--- config.mk ---
export PLATFORM = sky130hd
export DESIGN_NAME = consec_run_detector
export DESIGN_NICKNAME = d
export VERILOG_FILES = /design/src/rtl/consec_run_detector.sv
export SDC_FILE = /design/constraint.sdc
export NUM_CORES = 1
export LEC_CHECK = 0
export ABC_AREA = 1
export CAP_MARGIN = 20
export CORE_ASPECT_RATIO = 1.1
export CORE_MARGIN = 4
export CORE_UTILIZATION = 47
export DETAILED_ROUTE_END_ITERATION = 8
export PLACE_DENSITY_LB_ADDON = 0.05
export SYNTH_ARGS = -nofsm -noshare
export SYNTH_HDL_FRONTEND = slang
export SYNTH_SLANG_ARGS = --single-unit
export TNS_END_PERCENT = 10
--- constraint.sdc ---
create_clock -name clock -period 2.25 [get_ports clock]
set_input_delay 0.45 -clock clock [delete_from_list [all_inputs] [get_ports clock]]
set_output_delay 0.45 -clock clock [all_outputs]
set_load 0.01 [all_outputs]
--- src/rtl/consec_run_detector.sv ---
// Consecutive-run detector for one qualified serial lane: counts runs of RUN_TGT bits,
// pulses match when a run reaches the programmed length, and keeps a saturating hit count.
module consec_run_detector #(
    parameter int LEN_W   = 4,
    parameter int CNT_W   = 8,
    parameter int RUN_TGT = 0
) (
    input  logic             clock,
    input  logic             reset,
    input  logic             in_valid,
    input  logic             in_bit,
    input  logic [LEN_W-1:0] run_len,
    input  logic             overlap,
    input  logic             clr,
    output logic             match,
    output logic [LEN_W-1:0] run_cnt,
    output logic [CNT_W-1:0] hit_cnt,
    output logic [1:0]       state
);

    typedef enum logic [1:0] {
        IDLE = 2'd0,
        RUN  = 2'd1,
        HIT  = 2'd2
    } state_t;

    localparam logic             TGT_BIT = (RUN_TGT != 0);
    localparam logic [LEN_W-1:0] LEN_MAX = '1;
    localparam logic [CNT_W-1:0] CNT_MAX = '1;

    function automatic logic [LEN_W-1:0] sat_inc_len(input logic [LEN_W-1:0] v);
        return (v == LEN_MAX) ? v : v + LEN_W'(1);
    endfunction

    function automatic logic [CNT_W-1:0] sat_inc_cnt(input logic [CNT_W-1:0] v);
        return (v == CNT_MAX) ? v : v + CNT_W'(1);
    endfunction

    // A programmed length of zero behaves as a single-bit run.
    function automatic logic [LEN_W-1:0] eff_len(input logic [LEN_W-1:0] v);
        return (v == '0) ? LEN_W'(1) : v;
    endfunction

    state_t           r_state;
    state_t           w_state_nxt;
    logic [LEN_W-1:0] r_run_cnt;
    logic [LEN_W-1:0] w_run_nxt;
    logic [CNT_W-1:0] r_hit_cnt;
    logic [CNT_W-1:0] w_hit_nxt;
    logic             r_match;
    logic             w_match_nxt;
    logic [LEN_W-1:0] w_n;
    logic [LEN_W-1:0] w_len;
    logic             w_is_tgt;

    assign w_is_tgt = (in_bit == TGT_BIT);
    assign w_n      = sat_inc_len(r_run_cnt);
    assign w_len    = eff_len(run_len);

    always_ff @(posedge clock) begin
        if (!reset) begin
            r_state   <= IDLE;
            r_run_cnt <= '0;
            r_hit_cnt <= '0;
            r_match   <= 1'b0;
        end else begin
            r_state   <= w_state_nxt;
            r_run_cnt <= w_run_nxt;
            r_hit_cnt <= w_hit_nxt;
            r_match   <= w_match_nxt;
        end
    end

    // clr outranks everything else; idle cycles hold state but never stretch match.
    always_comb begin
        w_state_nxt = r_state;
        w_run_nxt   = r_run_cnt;
        w_hit_nxt   = r_hit_cnt;
        w_match_nxt = 1'b0;
        if (clr) begin
            w_state_nxt = IDLE;
            w_run_nxt   = '0;
            w_hit_nxt   = '0;
        end else if (in_valid) begin
            if (!w_is_tgt) begin
                w_state_nxt = IDLE;
                w_run_nxt   = '0;
            end else if (w_n >= w_len) begin
                w_state_nxt = HIT;
                w_match_nxt = 1'b1;
                w_hit_nxt   = sat_inc_cnt(r_hit_cnt);
                w_run_nxt   = overlap ? w_n : '0;
            end else begin
                w_state_nxt = RUN;
                w_run_nxt   = w_n;
            end
        end
    end

    assign match   = r_match;
    assign run_cnt = r_run_cnt;
    assign hit_cnt = r_hit_cnt;
    assign state   = r_state;

endmodule

**After elaboration in Yosys (flattened, before gate mapping)**

Index checks and enable logic that the tools add are counted.

- Flip-flop bits (word level): 15
- Input bits: 10
- Output and inout port bits: 15
- Logic and storage cells: 25

- Add/sub/neg operators: 2
- Magnitude comparators: 1
- Equal/unequal tests: 2
- Muxes and demuxes: 8
- Bitwise logic cells: 4
- Reductions and logical operators: 4

Operator list:

| kind | count |
|---|---|
| $mux W4 | 5 |
| $add A8 B1 Y8 const B | 1 |
| $eq A8 B8 Y1 const B | 1 |
| $add A4 B1 Y4 const B | 1 |
| $eq A4 B4 Y1 const B | 1 |
| $ge A4 B4 Y1 | 1 |
| $logic_not A4 Y1 | 1 |
| $mux W2 | 2 |
| $not A1 Y1 | 4 |
| $reduce_and A4 Y1 | 1 |
| $reduce_or A4 Y1 | 1 |
| $reduce_or A2 Y1 | 1 |
| $mux W1 | 1 |

**Longest topological paths before layout**

- Word-level depth: 5
- Depth in mapped cells: 16
- Mapped depth without buffers: 16

**Worst setup path after synthesis**

OpenSTA, ideal clock, no wires.

- Kind: register -> register
- Start: register r_run_cnt[0], in the netlist run_cnt[0]
- End: register r_run_cnt[2], in the netlist run_cnt[2]
- Library setup time: 0.072 ns
- Arrival: 1.995 ns
- Data required time: 2.178 ns
- Setup slack: 0.184 ns
- Cell stages (with the launch flop): 13
- Path buffers: 0
- Period minus slack after synthesis: 2.066 ns
- Cell sequence: dfxtp_1 > ha_1 > nand2_1 > inv_1 > nand2_1 > xor2_1 > inv_1 > ha_1 > nand4_1 > nand3_2 > nand2_1 > nand3_1 > a21oi_1

- Longest elaborated chain between the ends: 5
- Elaborated cells between the ends (all ways): 7
- Those cells by class: add/sub: 1; order compare: 1; eq/ne: 1; mux: 4

Ends and longest elaborated chain:

| item | line | RTL |
|---|---|---|
| start, declared | 46 | `logic [LEN_W-1:0] r_run_cnt;` |
| start signal, assigned | 68 | `r_run_cnt <= w_run_nxt;` |
| $add A4 B1 Y4 / $eq A4 B4 Y1 (equally long branches) | 32 | `return (v == LEN_MAX) ? v : v + LEN_W'(1);` |
| $mux W4 (*) | 32 |  |
| $ge A4 B4 Y1 / $mux W4 (equally long branches) | 88, 92 |  |
| $mux W4 (*) | 88 | `end else if (w_n >= w_len) begin` |
| $mux W4 (*) | 85 | `if (!w_is_tgt) begin` |

Mark *: on every way between the ends. The rest lies on a longest branch, timed or not.
A chain may end at the register's enable or synchronous reset.

**Worst setup path in the final report**

- Start: register r_run_cnt[0], in the netlist run_cnt[0]
- End: register r_hit_cnt[5], in the netlist hit_cnt[5]

- Longest elaborated chain between the ends: 4
- Elaborated cells between the ends (all ways): 5
- Those cells by class: add/sub: 1; order compare: 1; eq/ne: 1; mux: 1; reduce/logical: 1

Ends and longest elaborated chain:

| item | line | RTL |
|---|---|---|
| $add A4 B1 Y4 / $eq A4 B4 Y1 (equally long branches) | 32 |  |
| $mux W4 (*) | 32 |  |
| $ge A4 B4 Y1 (*) | 88 |  |
| $reduce_and A4 Y1 (no line) (*) | -- |  |
| end signal, assigned | 69 | `r_hit_cnt <= w_hit_nxt;` |
| end, declared | 48 | `logic [CNT_W-1:0] r_hit_cnt;` |

Marks and branches as above.

==> impl_metrics.py <==
metrics = {
    "run_status": {
        "status": "completed",
    },
    "floorplanning": {
        "die_w_microns": 50.92,
        "die_area_sq_um": 2811,
        "coreArea_sq_um": 1842,
        "rows": 16,
        "initial_core_util_pct": 51.70,
        "fp.dieH_microns": 55.21,
        "pin_count": 25,
    },
    "routing": {
        "ant_nets": 0,
        "detail_route.vias_per_cell": 5.226,
        "drc": 0,
        "drt-total-wl_microns": 2455,
        "first_pass_iters": 4,
        "met2_length_microns": 1141,
        "drtIter0Drc": 41,
        "drt-met1-wl_microns": 1108,
        "wl_met3_microns": 166,
        "routed.top_layer": "met4",
        "vias": 1040,
        "post_drt_wl_per_cell_microns": 12.34,
    },
    "synth": {
        "synth_top_area_cell": "dfxtp_1",
        "synth_cell_types": 22,
        "synth_edf_count": 0,
        "synth_commonest_cells": "nand2_1, inv_1, dfxtp_1",
        "syn_area_sq_um": 952.2,
        "ys_ff_latch": 15,
        "synthArstFlopShare_pct": 0,
        "yosysMostFrequentCell": "nand2_1",
        "ys_warn_count": 0,
        "synth_area_leaders": "dfxtp_1, nand2_1, ha_1",
        "syn_area_per_cell_sq_um": 7.001,
        "synth_top_cell_area_share_pct": 31.54,
        "syn_inst": 136,
        "synth_fp_nets": 152,
        "ys_seq_area_share_pct": 31.54,
        "synthFlopType": "dfxtp_1",
    },
    "sta": {
        "rsz0062_at_grt": "yes",
        "slew_violations": 0,
        "fin_crit_sh_pct": 95.65,
        "setup_viol": 0,
        "period_needed_ns": 2.152,
        "max_clock_freq_ghz": 0.4646,
        "hold_viol_final": 0,
        "max-slew-margin-rel_pct": 67.18,
        "tightest_slew_ns": 0.4918,
        "tns_ns": 0,
        "clock_skew_ns": 0.001032,
    },
    "power_and_ir_drop": {
        "sw_frac_of_total_pct": 25.55,
        "internal_power_uw": 375.3,
        "switchingPower_uw": 128.8,
        "power.total_uw": 504.1,
        "p_leak_uw": 0.0005969,
        "combinationalPowerShare_pct": 16.0,
        "p_per_area_nw_per_um2": 370.6,
        "clockPowerShare_pct": 30.8,
        "seq_power_share_pct": 53.2,
        "vdd_drop_max_v": 0.0002946,
    },
    "global_route": {
        "antenna_found_initial": 0,
        "grt_usage_pct": 17.33,
        "grt_overflow_total": 0,
        "grt_pass1_vias": 940,
        "grt_max_degree": 13,
        "grt_pass1_wl_microns": 3898,
    },
    "final_layout": {
        "syn2layout_area_growth_pct": 42.84,
        "drive_gt1_share_pct": 18.60,
        "diodes": 0,
        "nets": 189,
        "stdcell_count": 199,
    },
    "clock_network": {
        "cts_buffers": 3,
        "cts.sinks": 15,
        "clk_pin_slew_ns": 0.09,
        "clk_path_buf_depth": 2,
        "h-tree-depth": 1,
        "cts_tree": "built",
        "hold_buffers": 0,
        "root_buffer": "clkbuf_4",
        "clk_latency_ns": 0.28,
    },
    "worst_setup_path": {
        "arrival_ns": 2.38,
        "critPathRequiredTime_ns": 2.47,
        "critPathCaptureType": "flip-flop",
        "crit_type": "reg -> reg",
        "setup.worst_path.start_class": "flip-flop",
        "path_max_fanout": 5,
    },
    "placement": {
        "port-buffer-count": 24,
        "dp_hpwl_microns": 1682,
        "place_inst": 188,
        "place_congestion": 0.8506,
    },
    "min_path": {
        "hold_class": "reg -> reg",
    },
    "flow_run": {
        "drv_cap": 0,
    },
}
state kept, by name, indices dropped and copies added, names as in the netlist:
register and cells:
run_cnt 4, hit_cnt 8, match 1, state 2
final timing paths:
path,from,end,slack [ns],depth (start not counted)
max,run_cnt[0],hit_cnt[5],0.1,12
min,state[0],state[0],0.48,2
max reg2reg,run_cnt[0],hit_cnt[5],0.1,12
min reg2reg,state[0],state[0],0.48,2
logic make-up (layout without fill, tap and decap cells):
kind of cell             Yosys count  count (layout)  share of synthesized area (%)
buffers and inverters             22              56                          8.803
adder cells (fa/ha/maj)            6               6                          7.884
AO/OA/AOI/OAI                     18              18                          11.04
flip-flops                        15              15                          31.54
XOR/XNOR                           2               2                          1.840
AND/OR/NAND/NOR                   73              75                          38.90
power by group through the flow:
stage               combinational, uW  clock [uW]  sequential [uW]
finish                           80.7         155              268
global route                     88.0         174              269
CTS                              62.2         156              268
detailed placement               61.8           0              274
global placement                 60.0           0              274
floorplan                        32.1           0              276
cell type report:
cell class / count / area (sq um)
flip-flops and latches: 15 / 302.8
fillers: 160 / 481.7
repair buffers: 32 / 300.3
inverters: 20 / 75.07
multi-input cells: 101 / 621.8
well taps: 27 / 33.78
clock buffers: 4 / 26.28
per-stage QoR:
stage,utilization (%),area (sq um),setup WS [ns],hold slack [ns]
2_1_floorplan,-,952.2,0.1837,0.4895
3_5_place_dp,67.32,1240,-0.04987,0.4672
4_1_cts,68.75,1266,0.04417,0.4829
3_3_place_gp,67.32,1240,0.001817,0.4644
6_report,73.85,1360,0.09782,0.4768
5_1_grt,73.85,1360,-0.06684,0.5043
layer usage:
metal  vias to the layer above  global-route usage, %
li1                        533                      -
met1                       456                  24.50
met2                        45                  24.86
met3                         6                  3.763
met4                         0                  7.692
met5                         -                      0
worst max-delay path, stage by stage, from the launching register on:
cell and delay, ns:
dfxtp_2 0.33, ha_1 0.20, nand2_1 0.10, inv_2 0.05, nand2_2 0.09, xor2_2 0.16
inv_1 0.06, ha_1 0.28, nand4_1 0.24, nand3_4 0.19, buf_4 0.13, nand4_1 0.12
a21oi_2 0.14
placed cells by master, fill, tap and decap left out, types with 2 or more instances in the layout:
| master | n |
|---|---|
| a21oi_1 | 9 |
| a21oi_2 | 4 |
| buf_4 | 8 |
| clkbuf_4 | 3 |
| clkdlybuf4s50_1 | 24 |
| dfxtp_1 | 13 |
| dfxtp_2 | 2 |
| ha_1 | 6 |
| inv_1 | 18 |
| inv_2 | 2 |
| nand2_1 | 37 |
| nand2_2 | 4 |
| nand3_1 | 9 |
| nand3_4 | 3 |
| nand3b_1 | 2 |
| nand4_1 | 11 |
| nor2_1 | 5 |
| o21ai_0 | 4 |
what timing repair did:
| action | 4_1_cts | 5_1_grt |
|---|---|---|
| buffers inserted | 0 | 5 |
| endpoints found under the setup margin | 0 | 13 |
| gates resized for setup | 0 | 10 |
No activity file was read; power rests on OpenSTA's default activity.
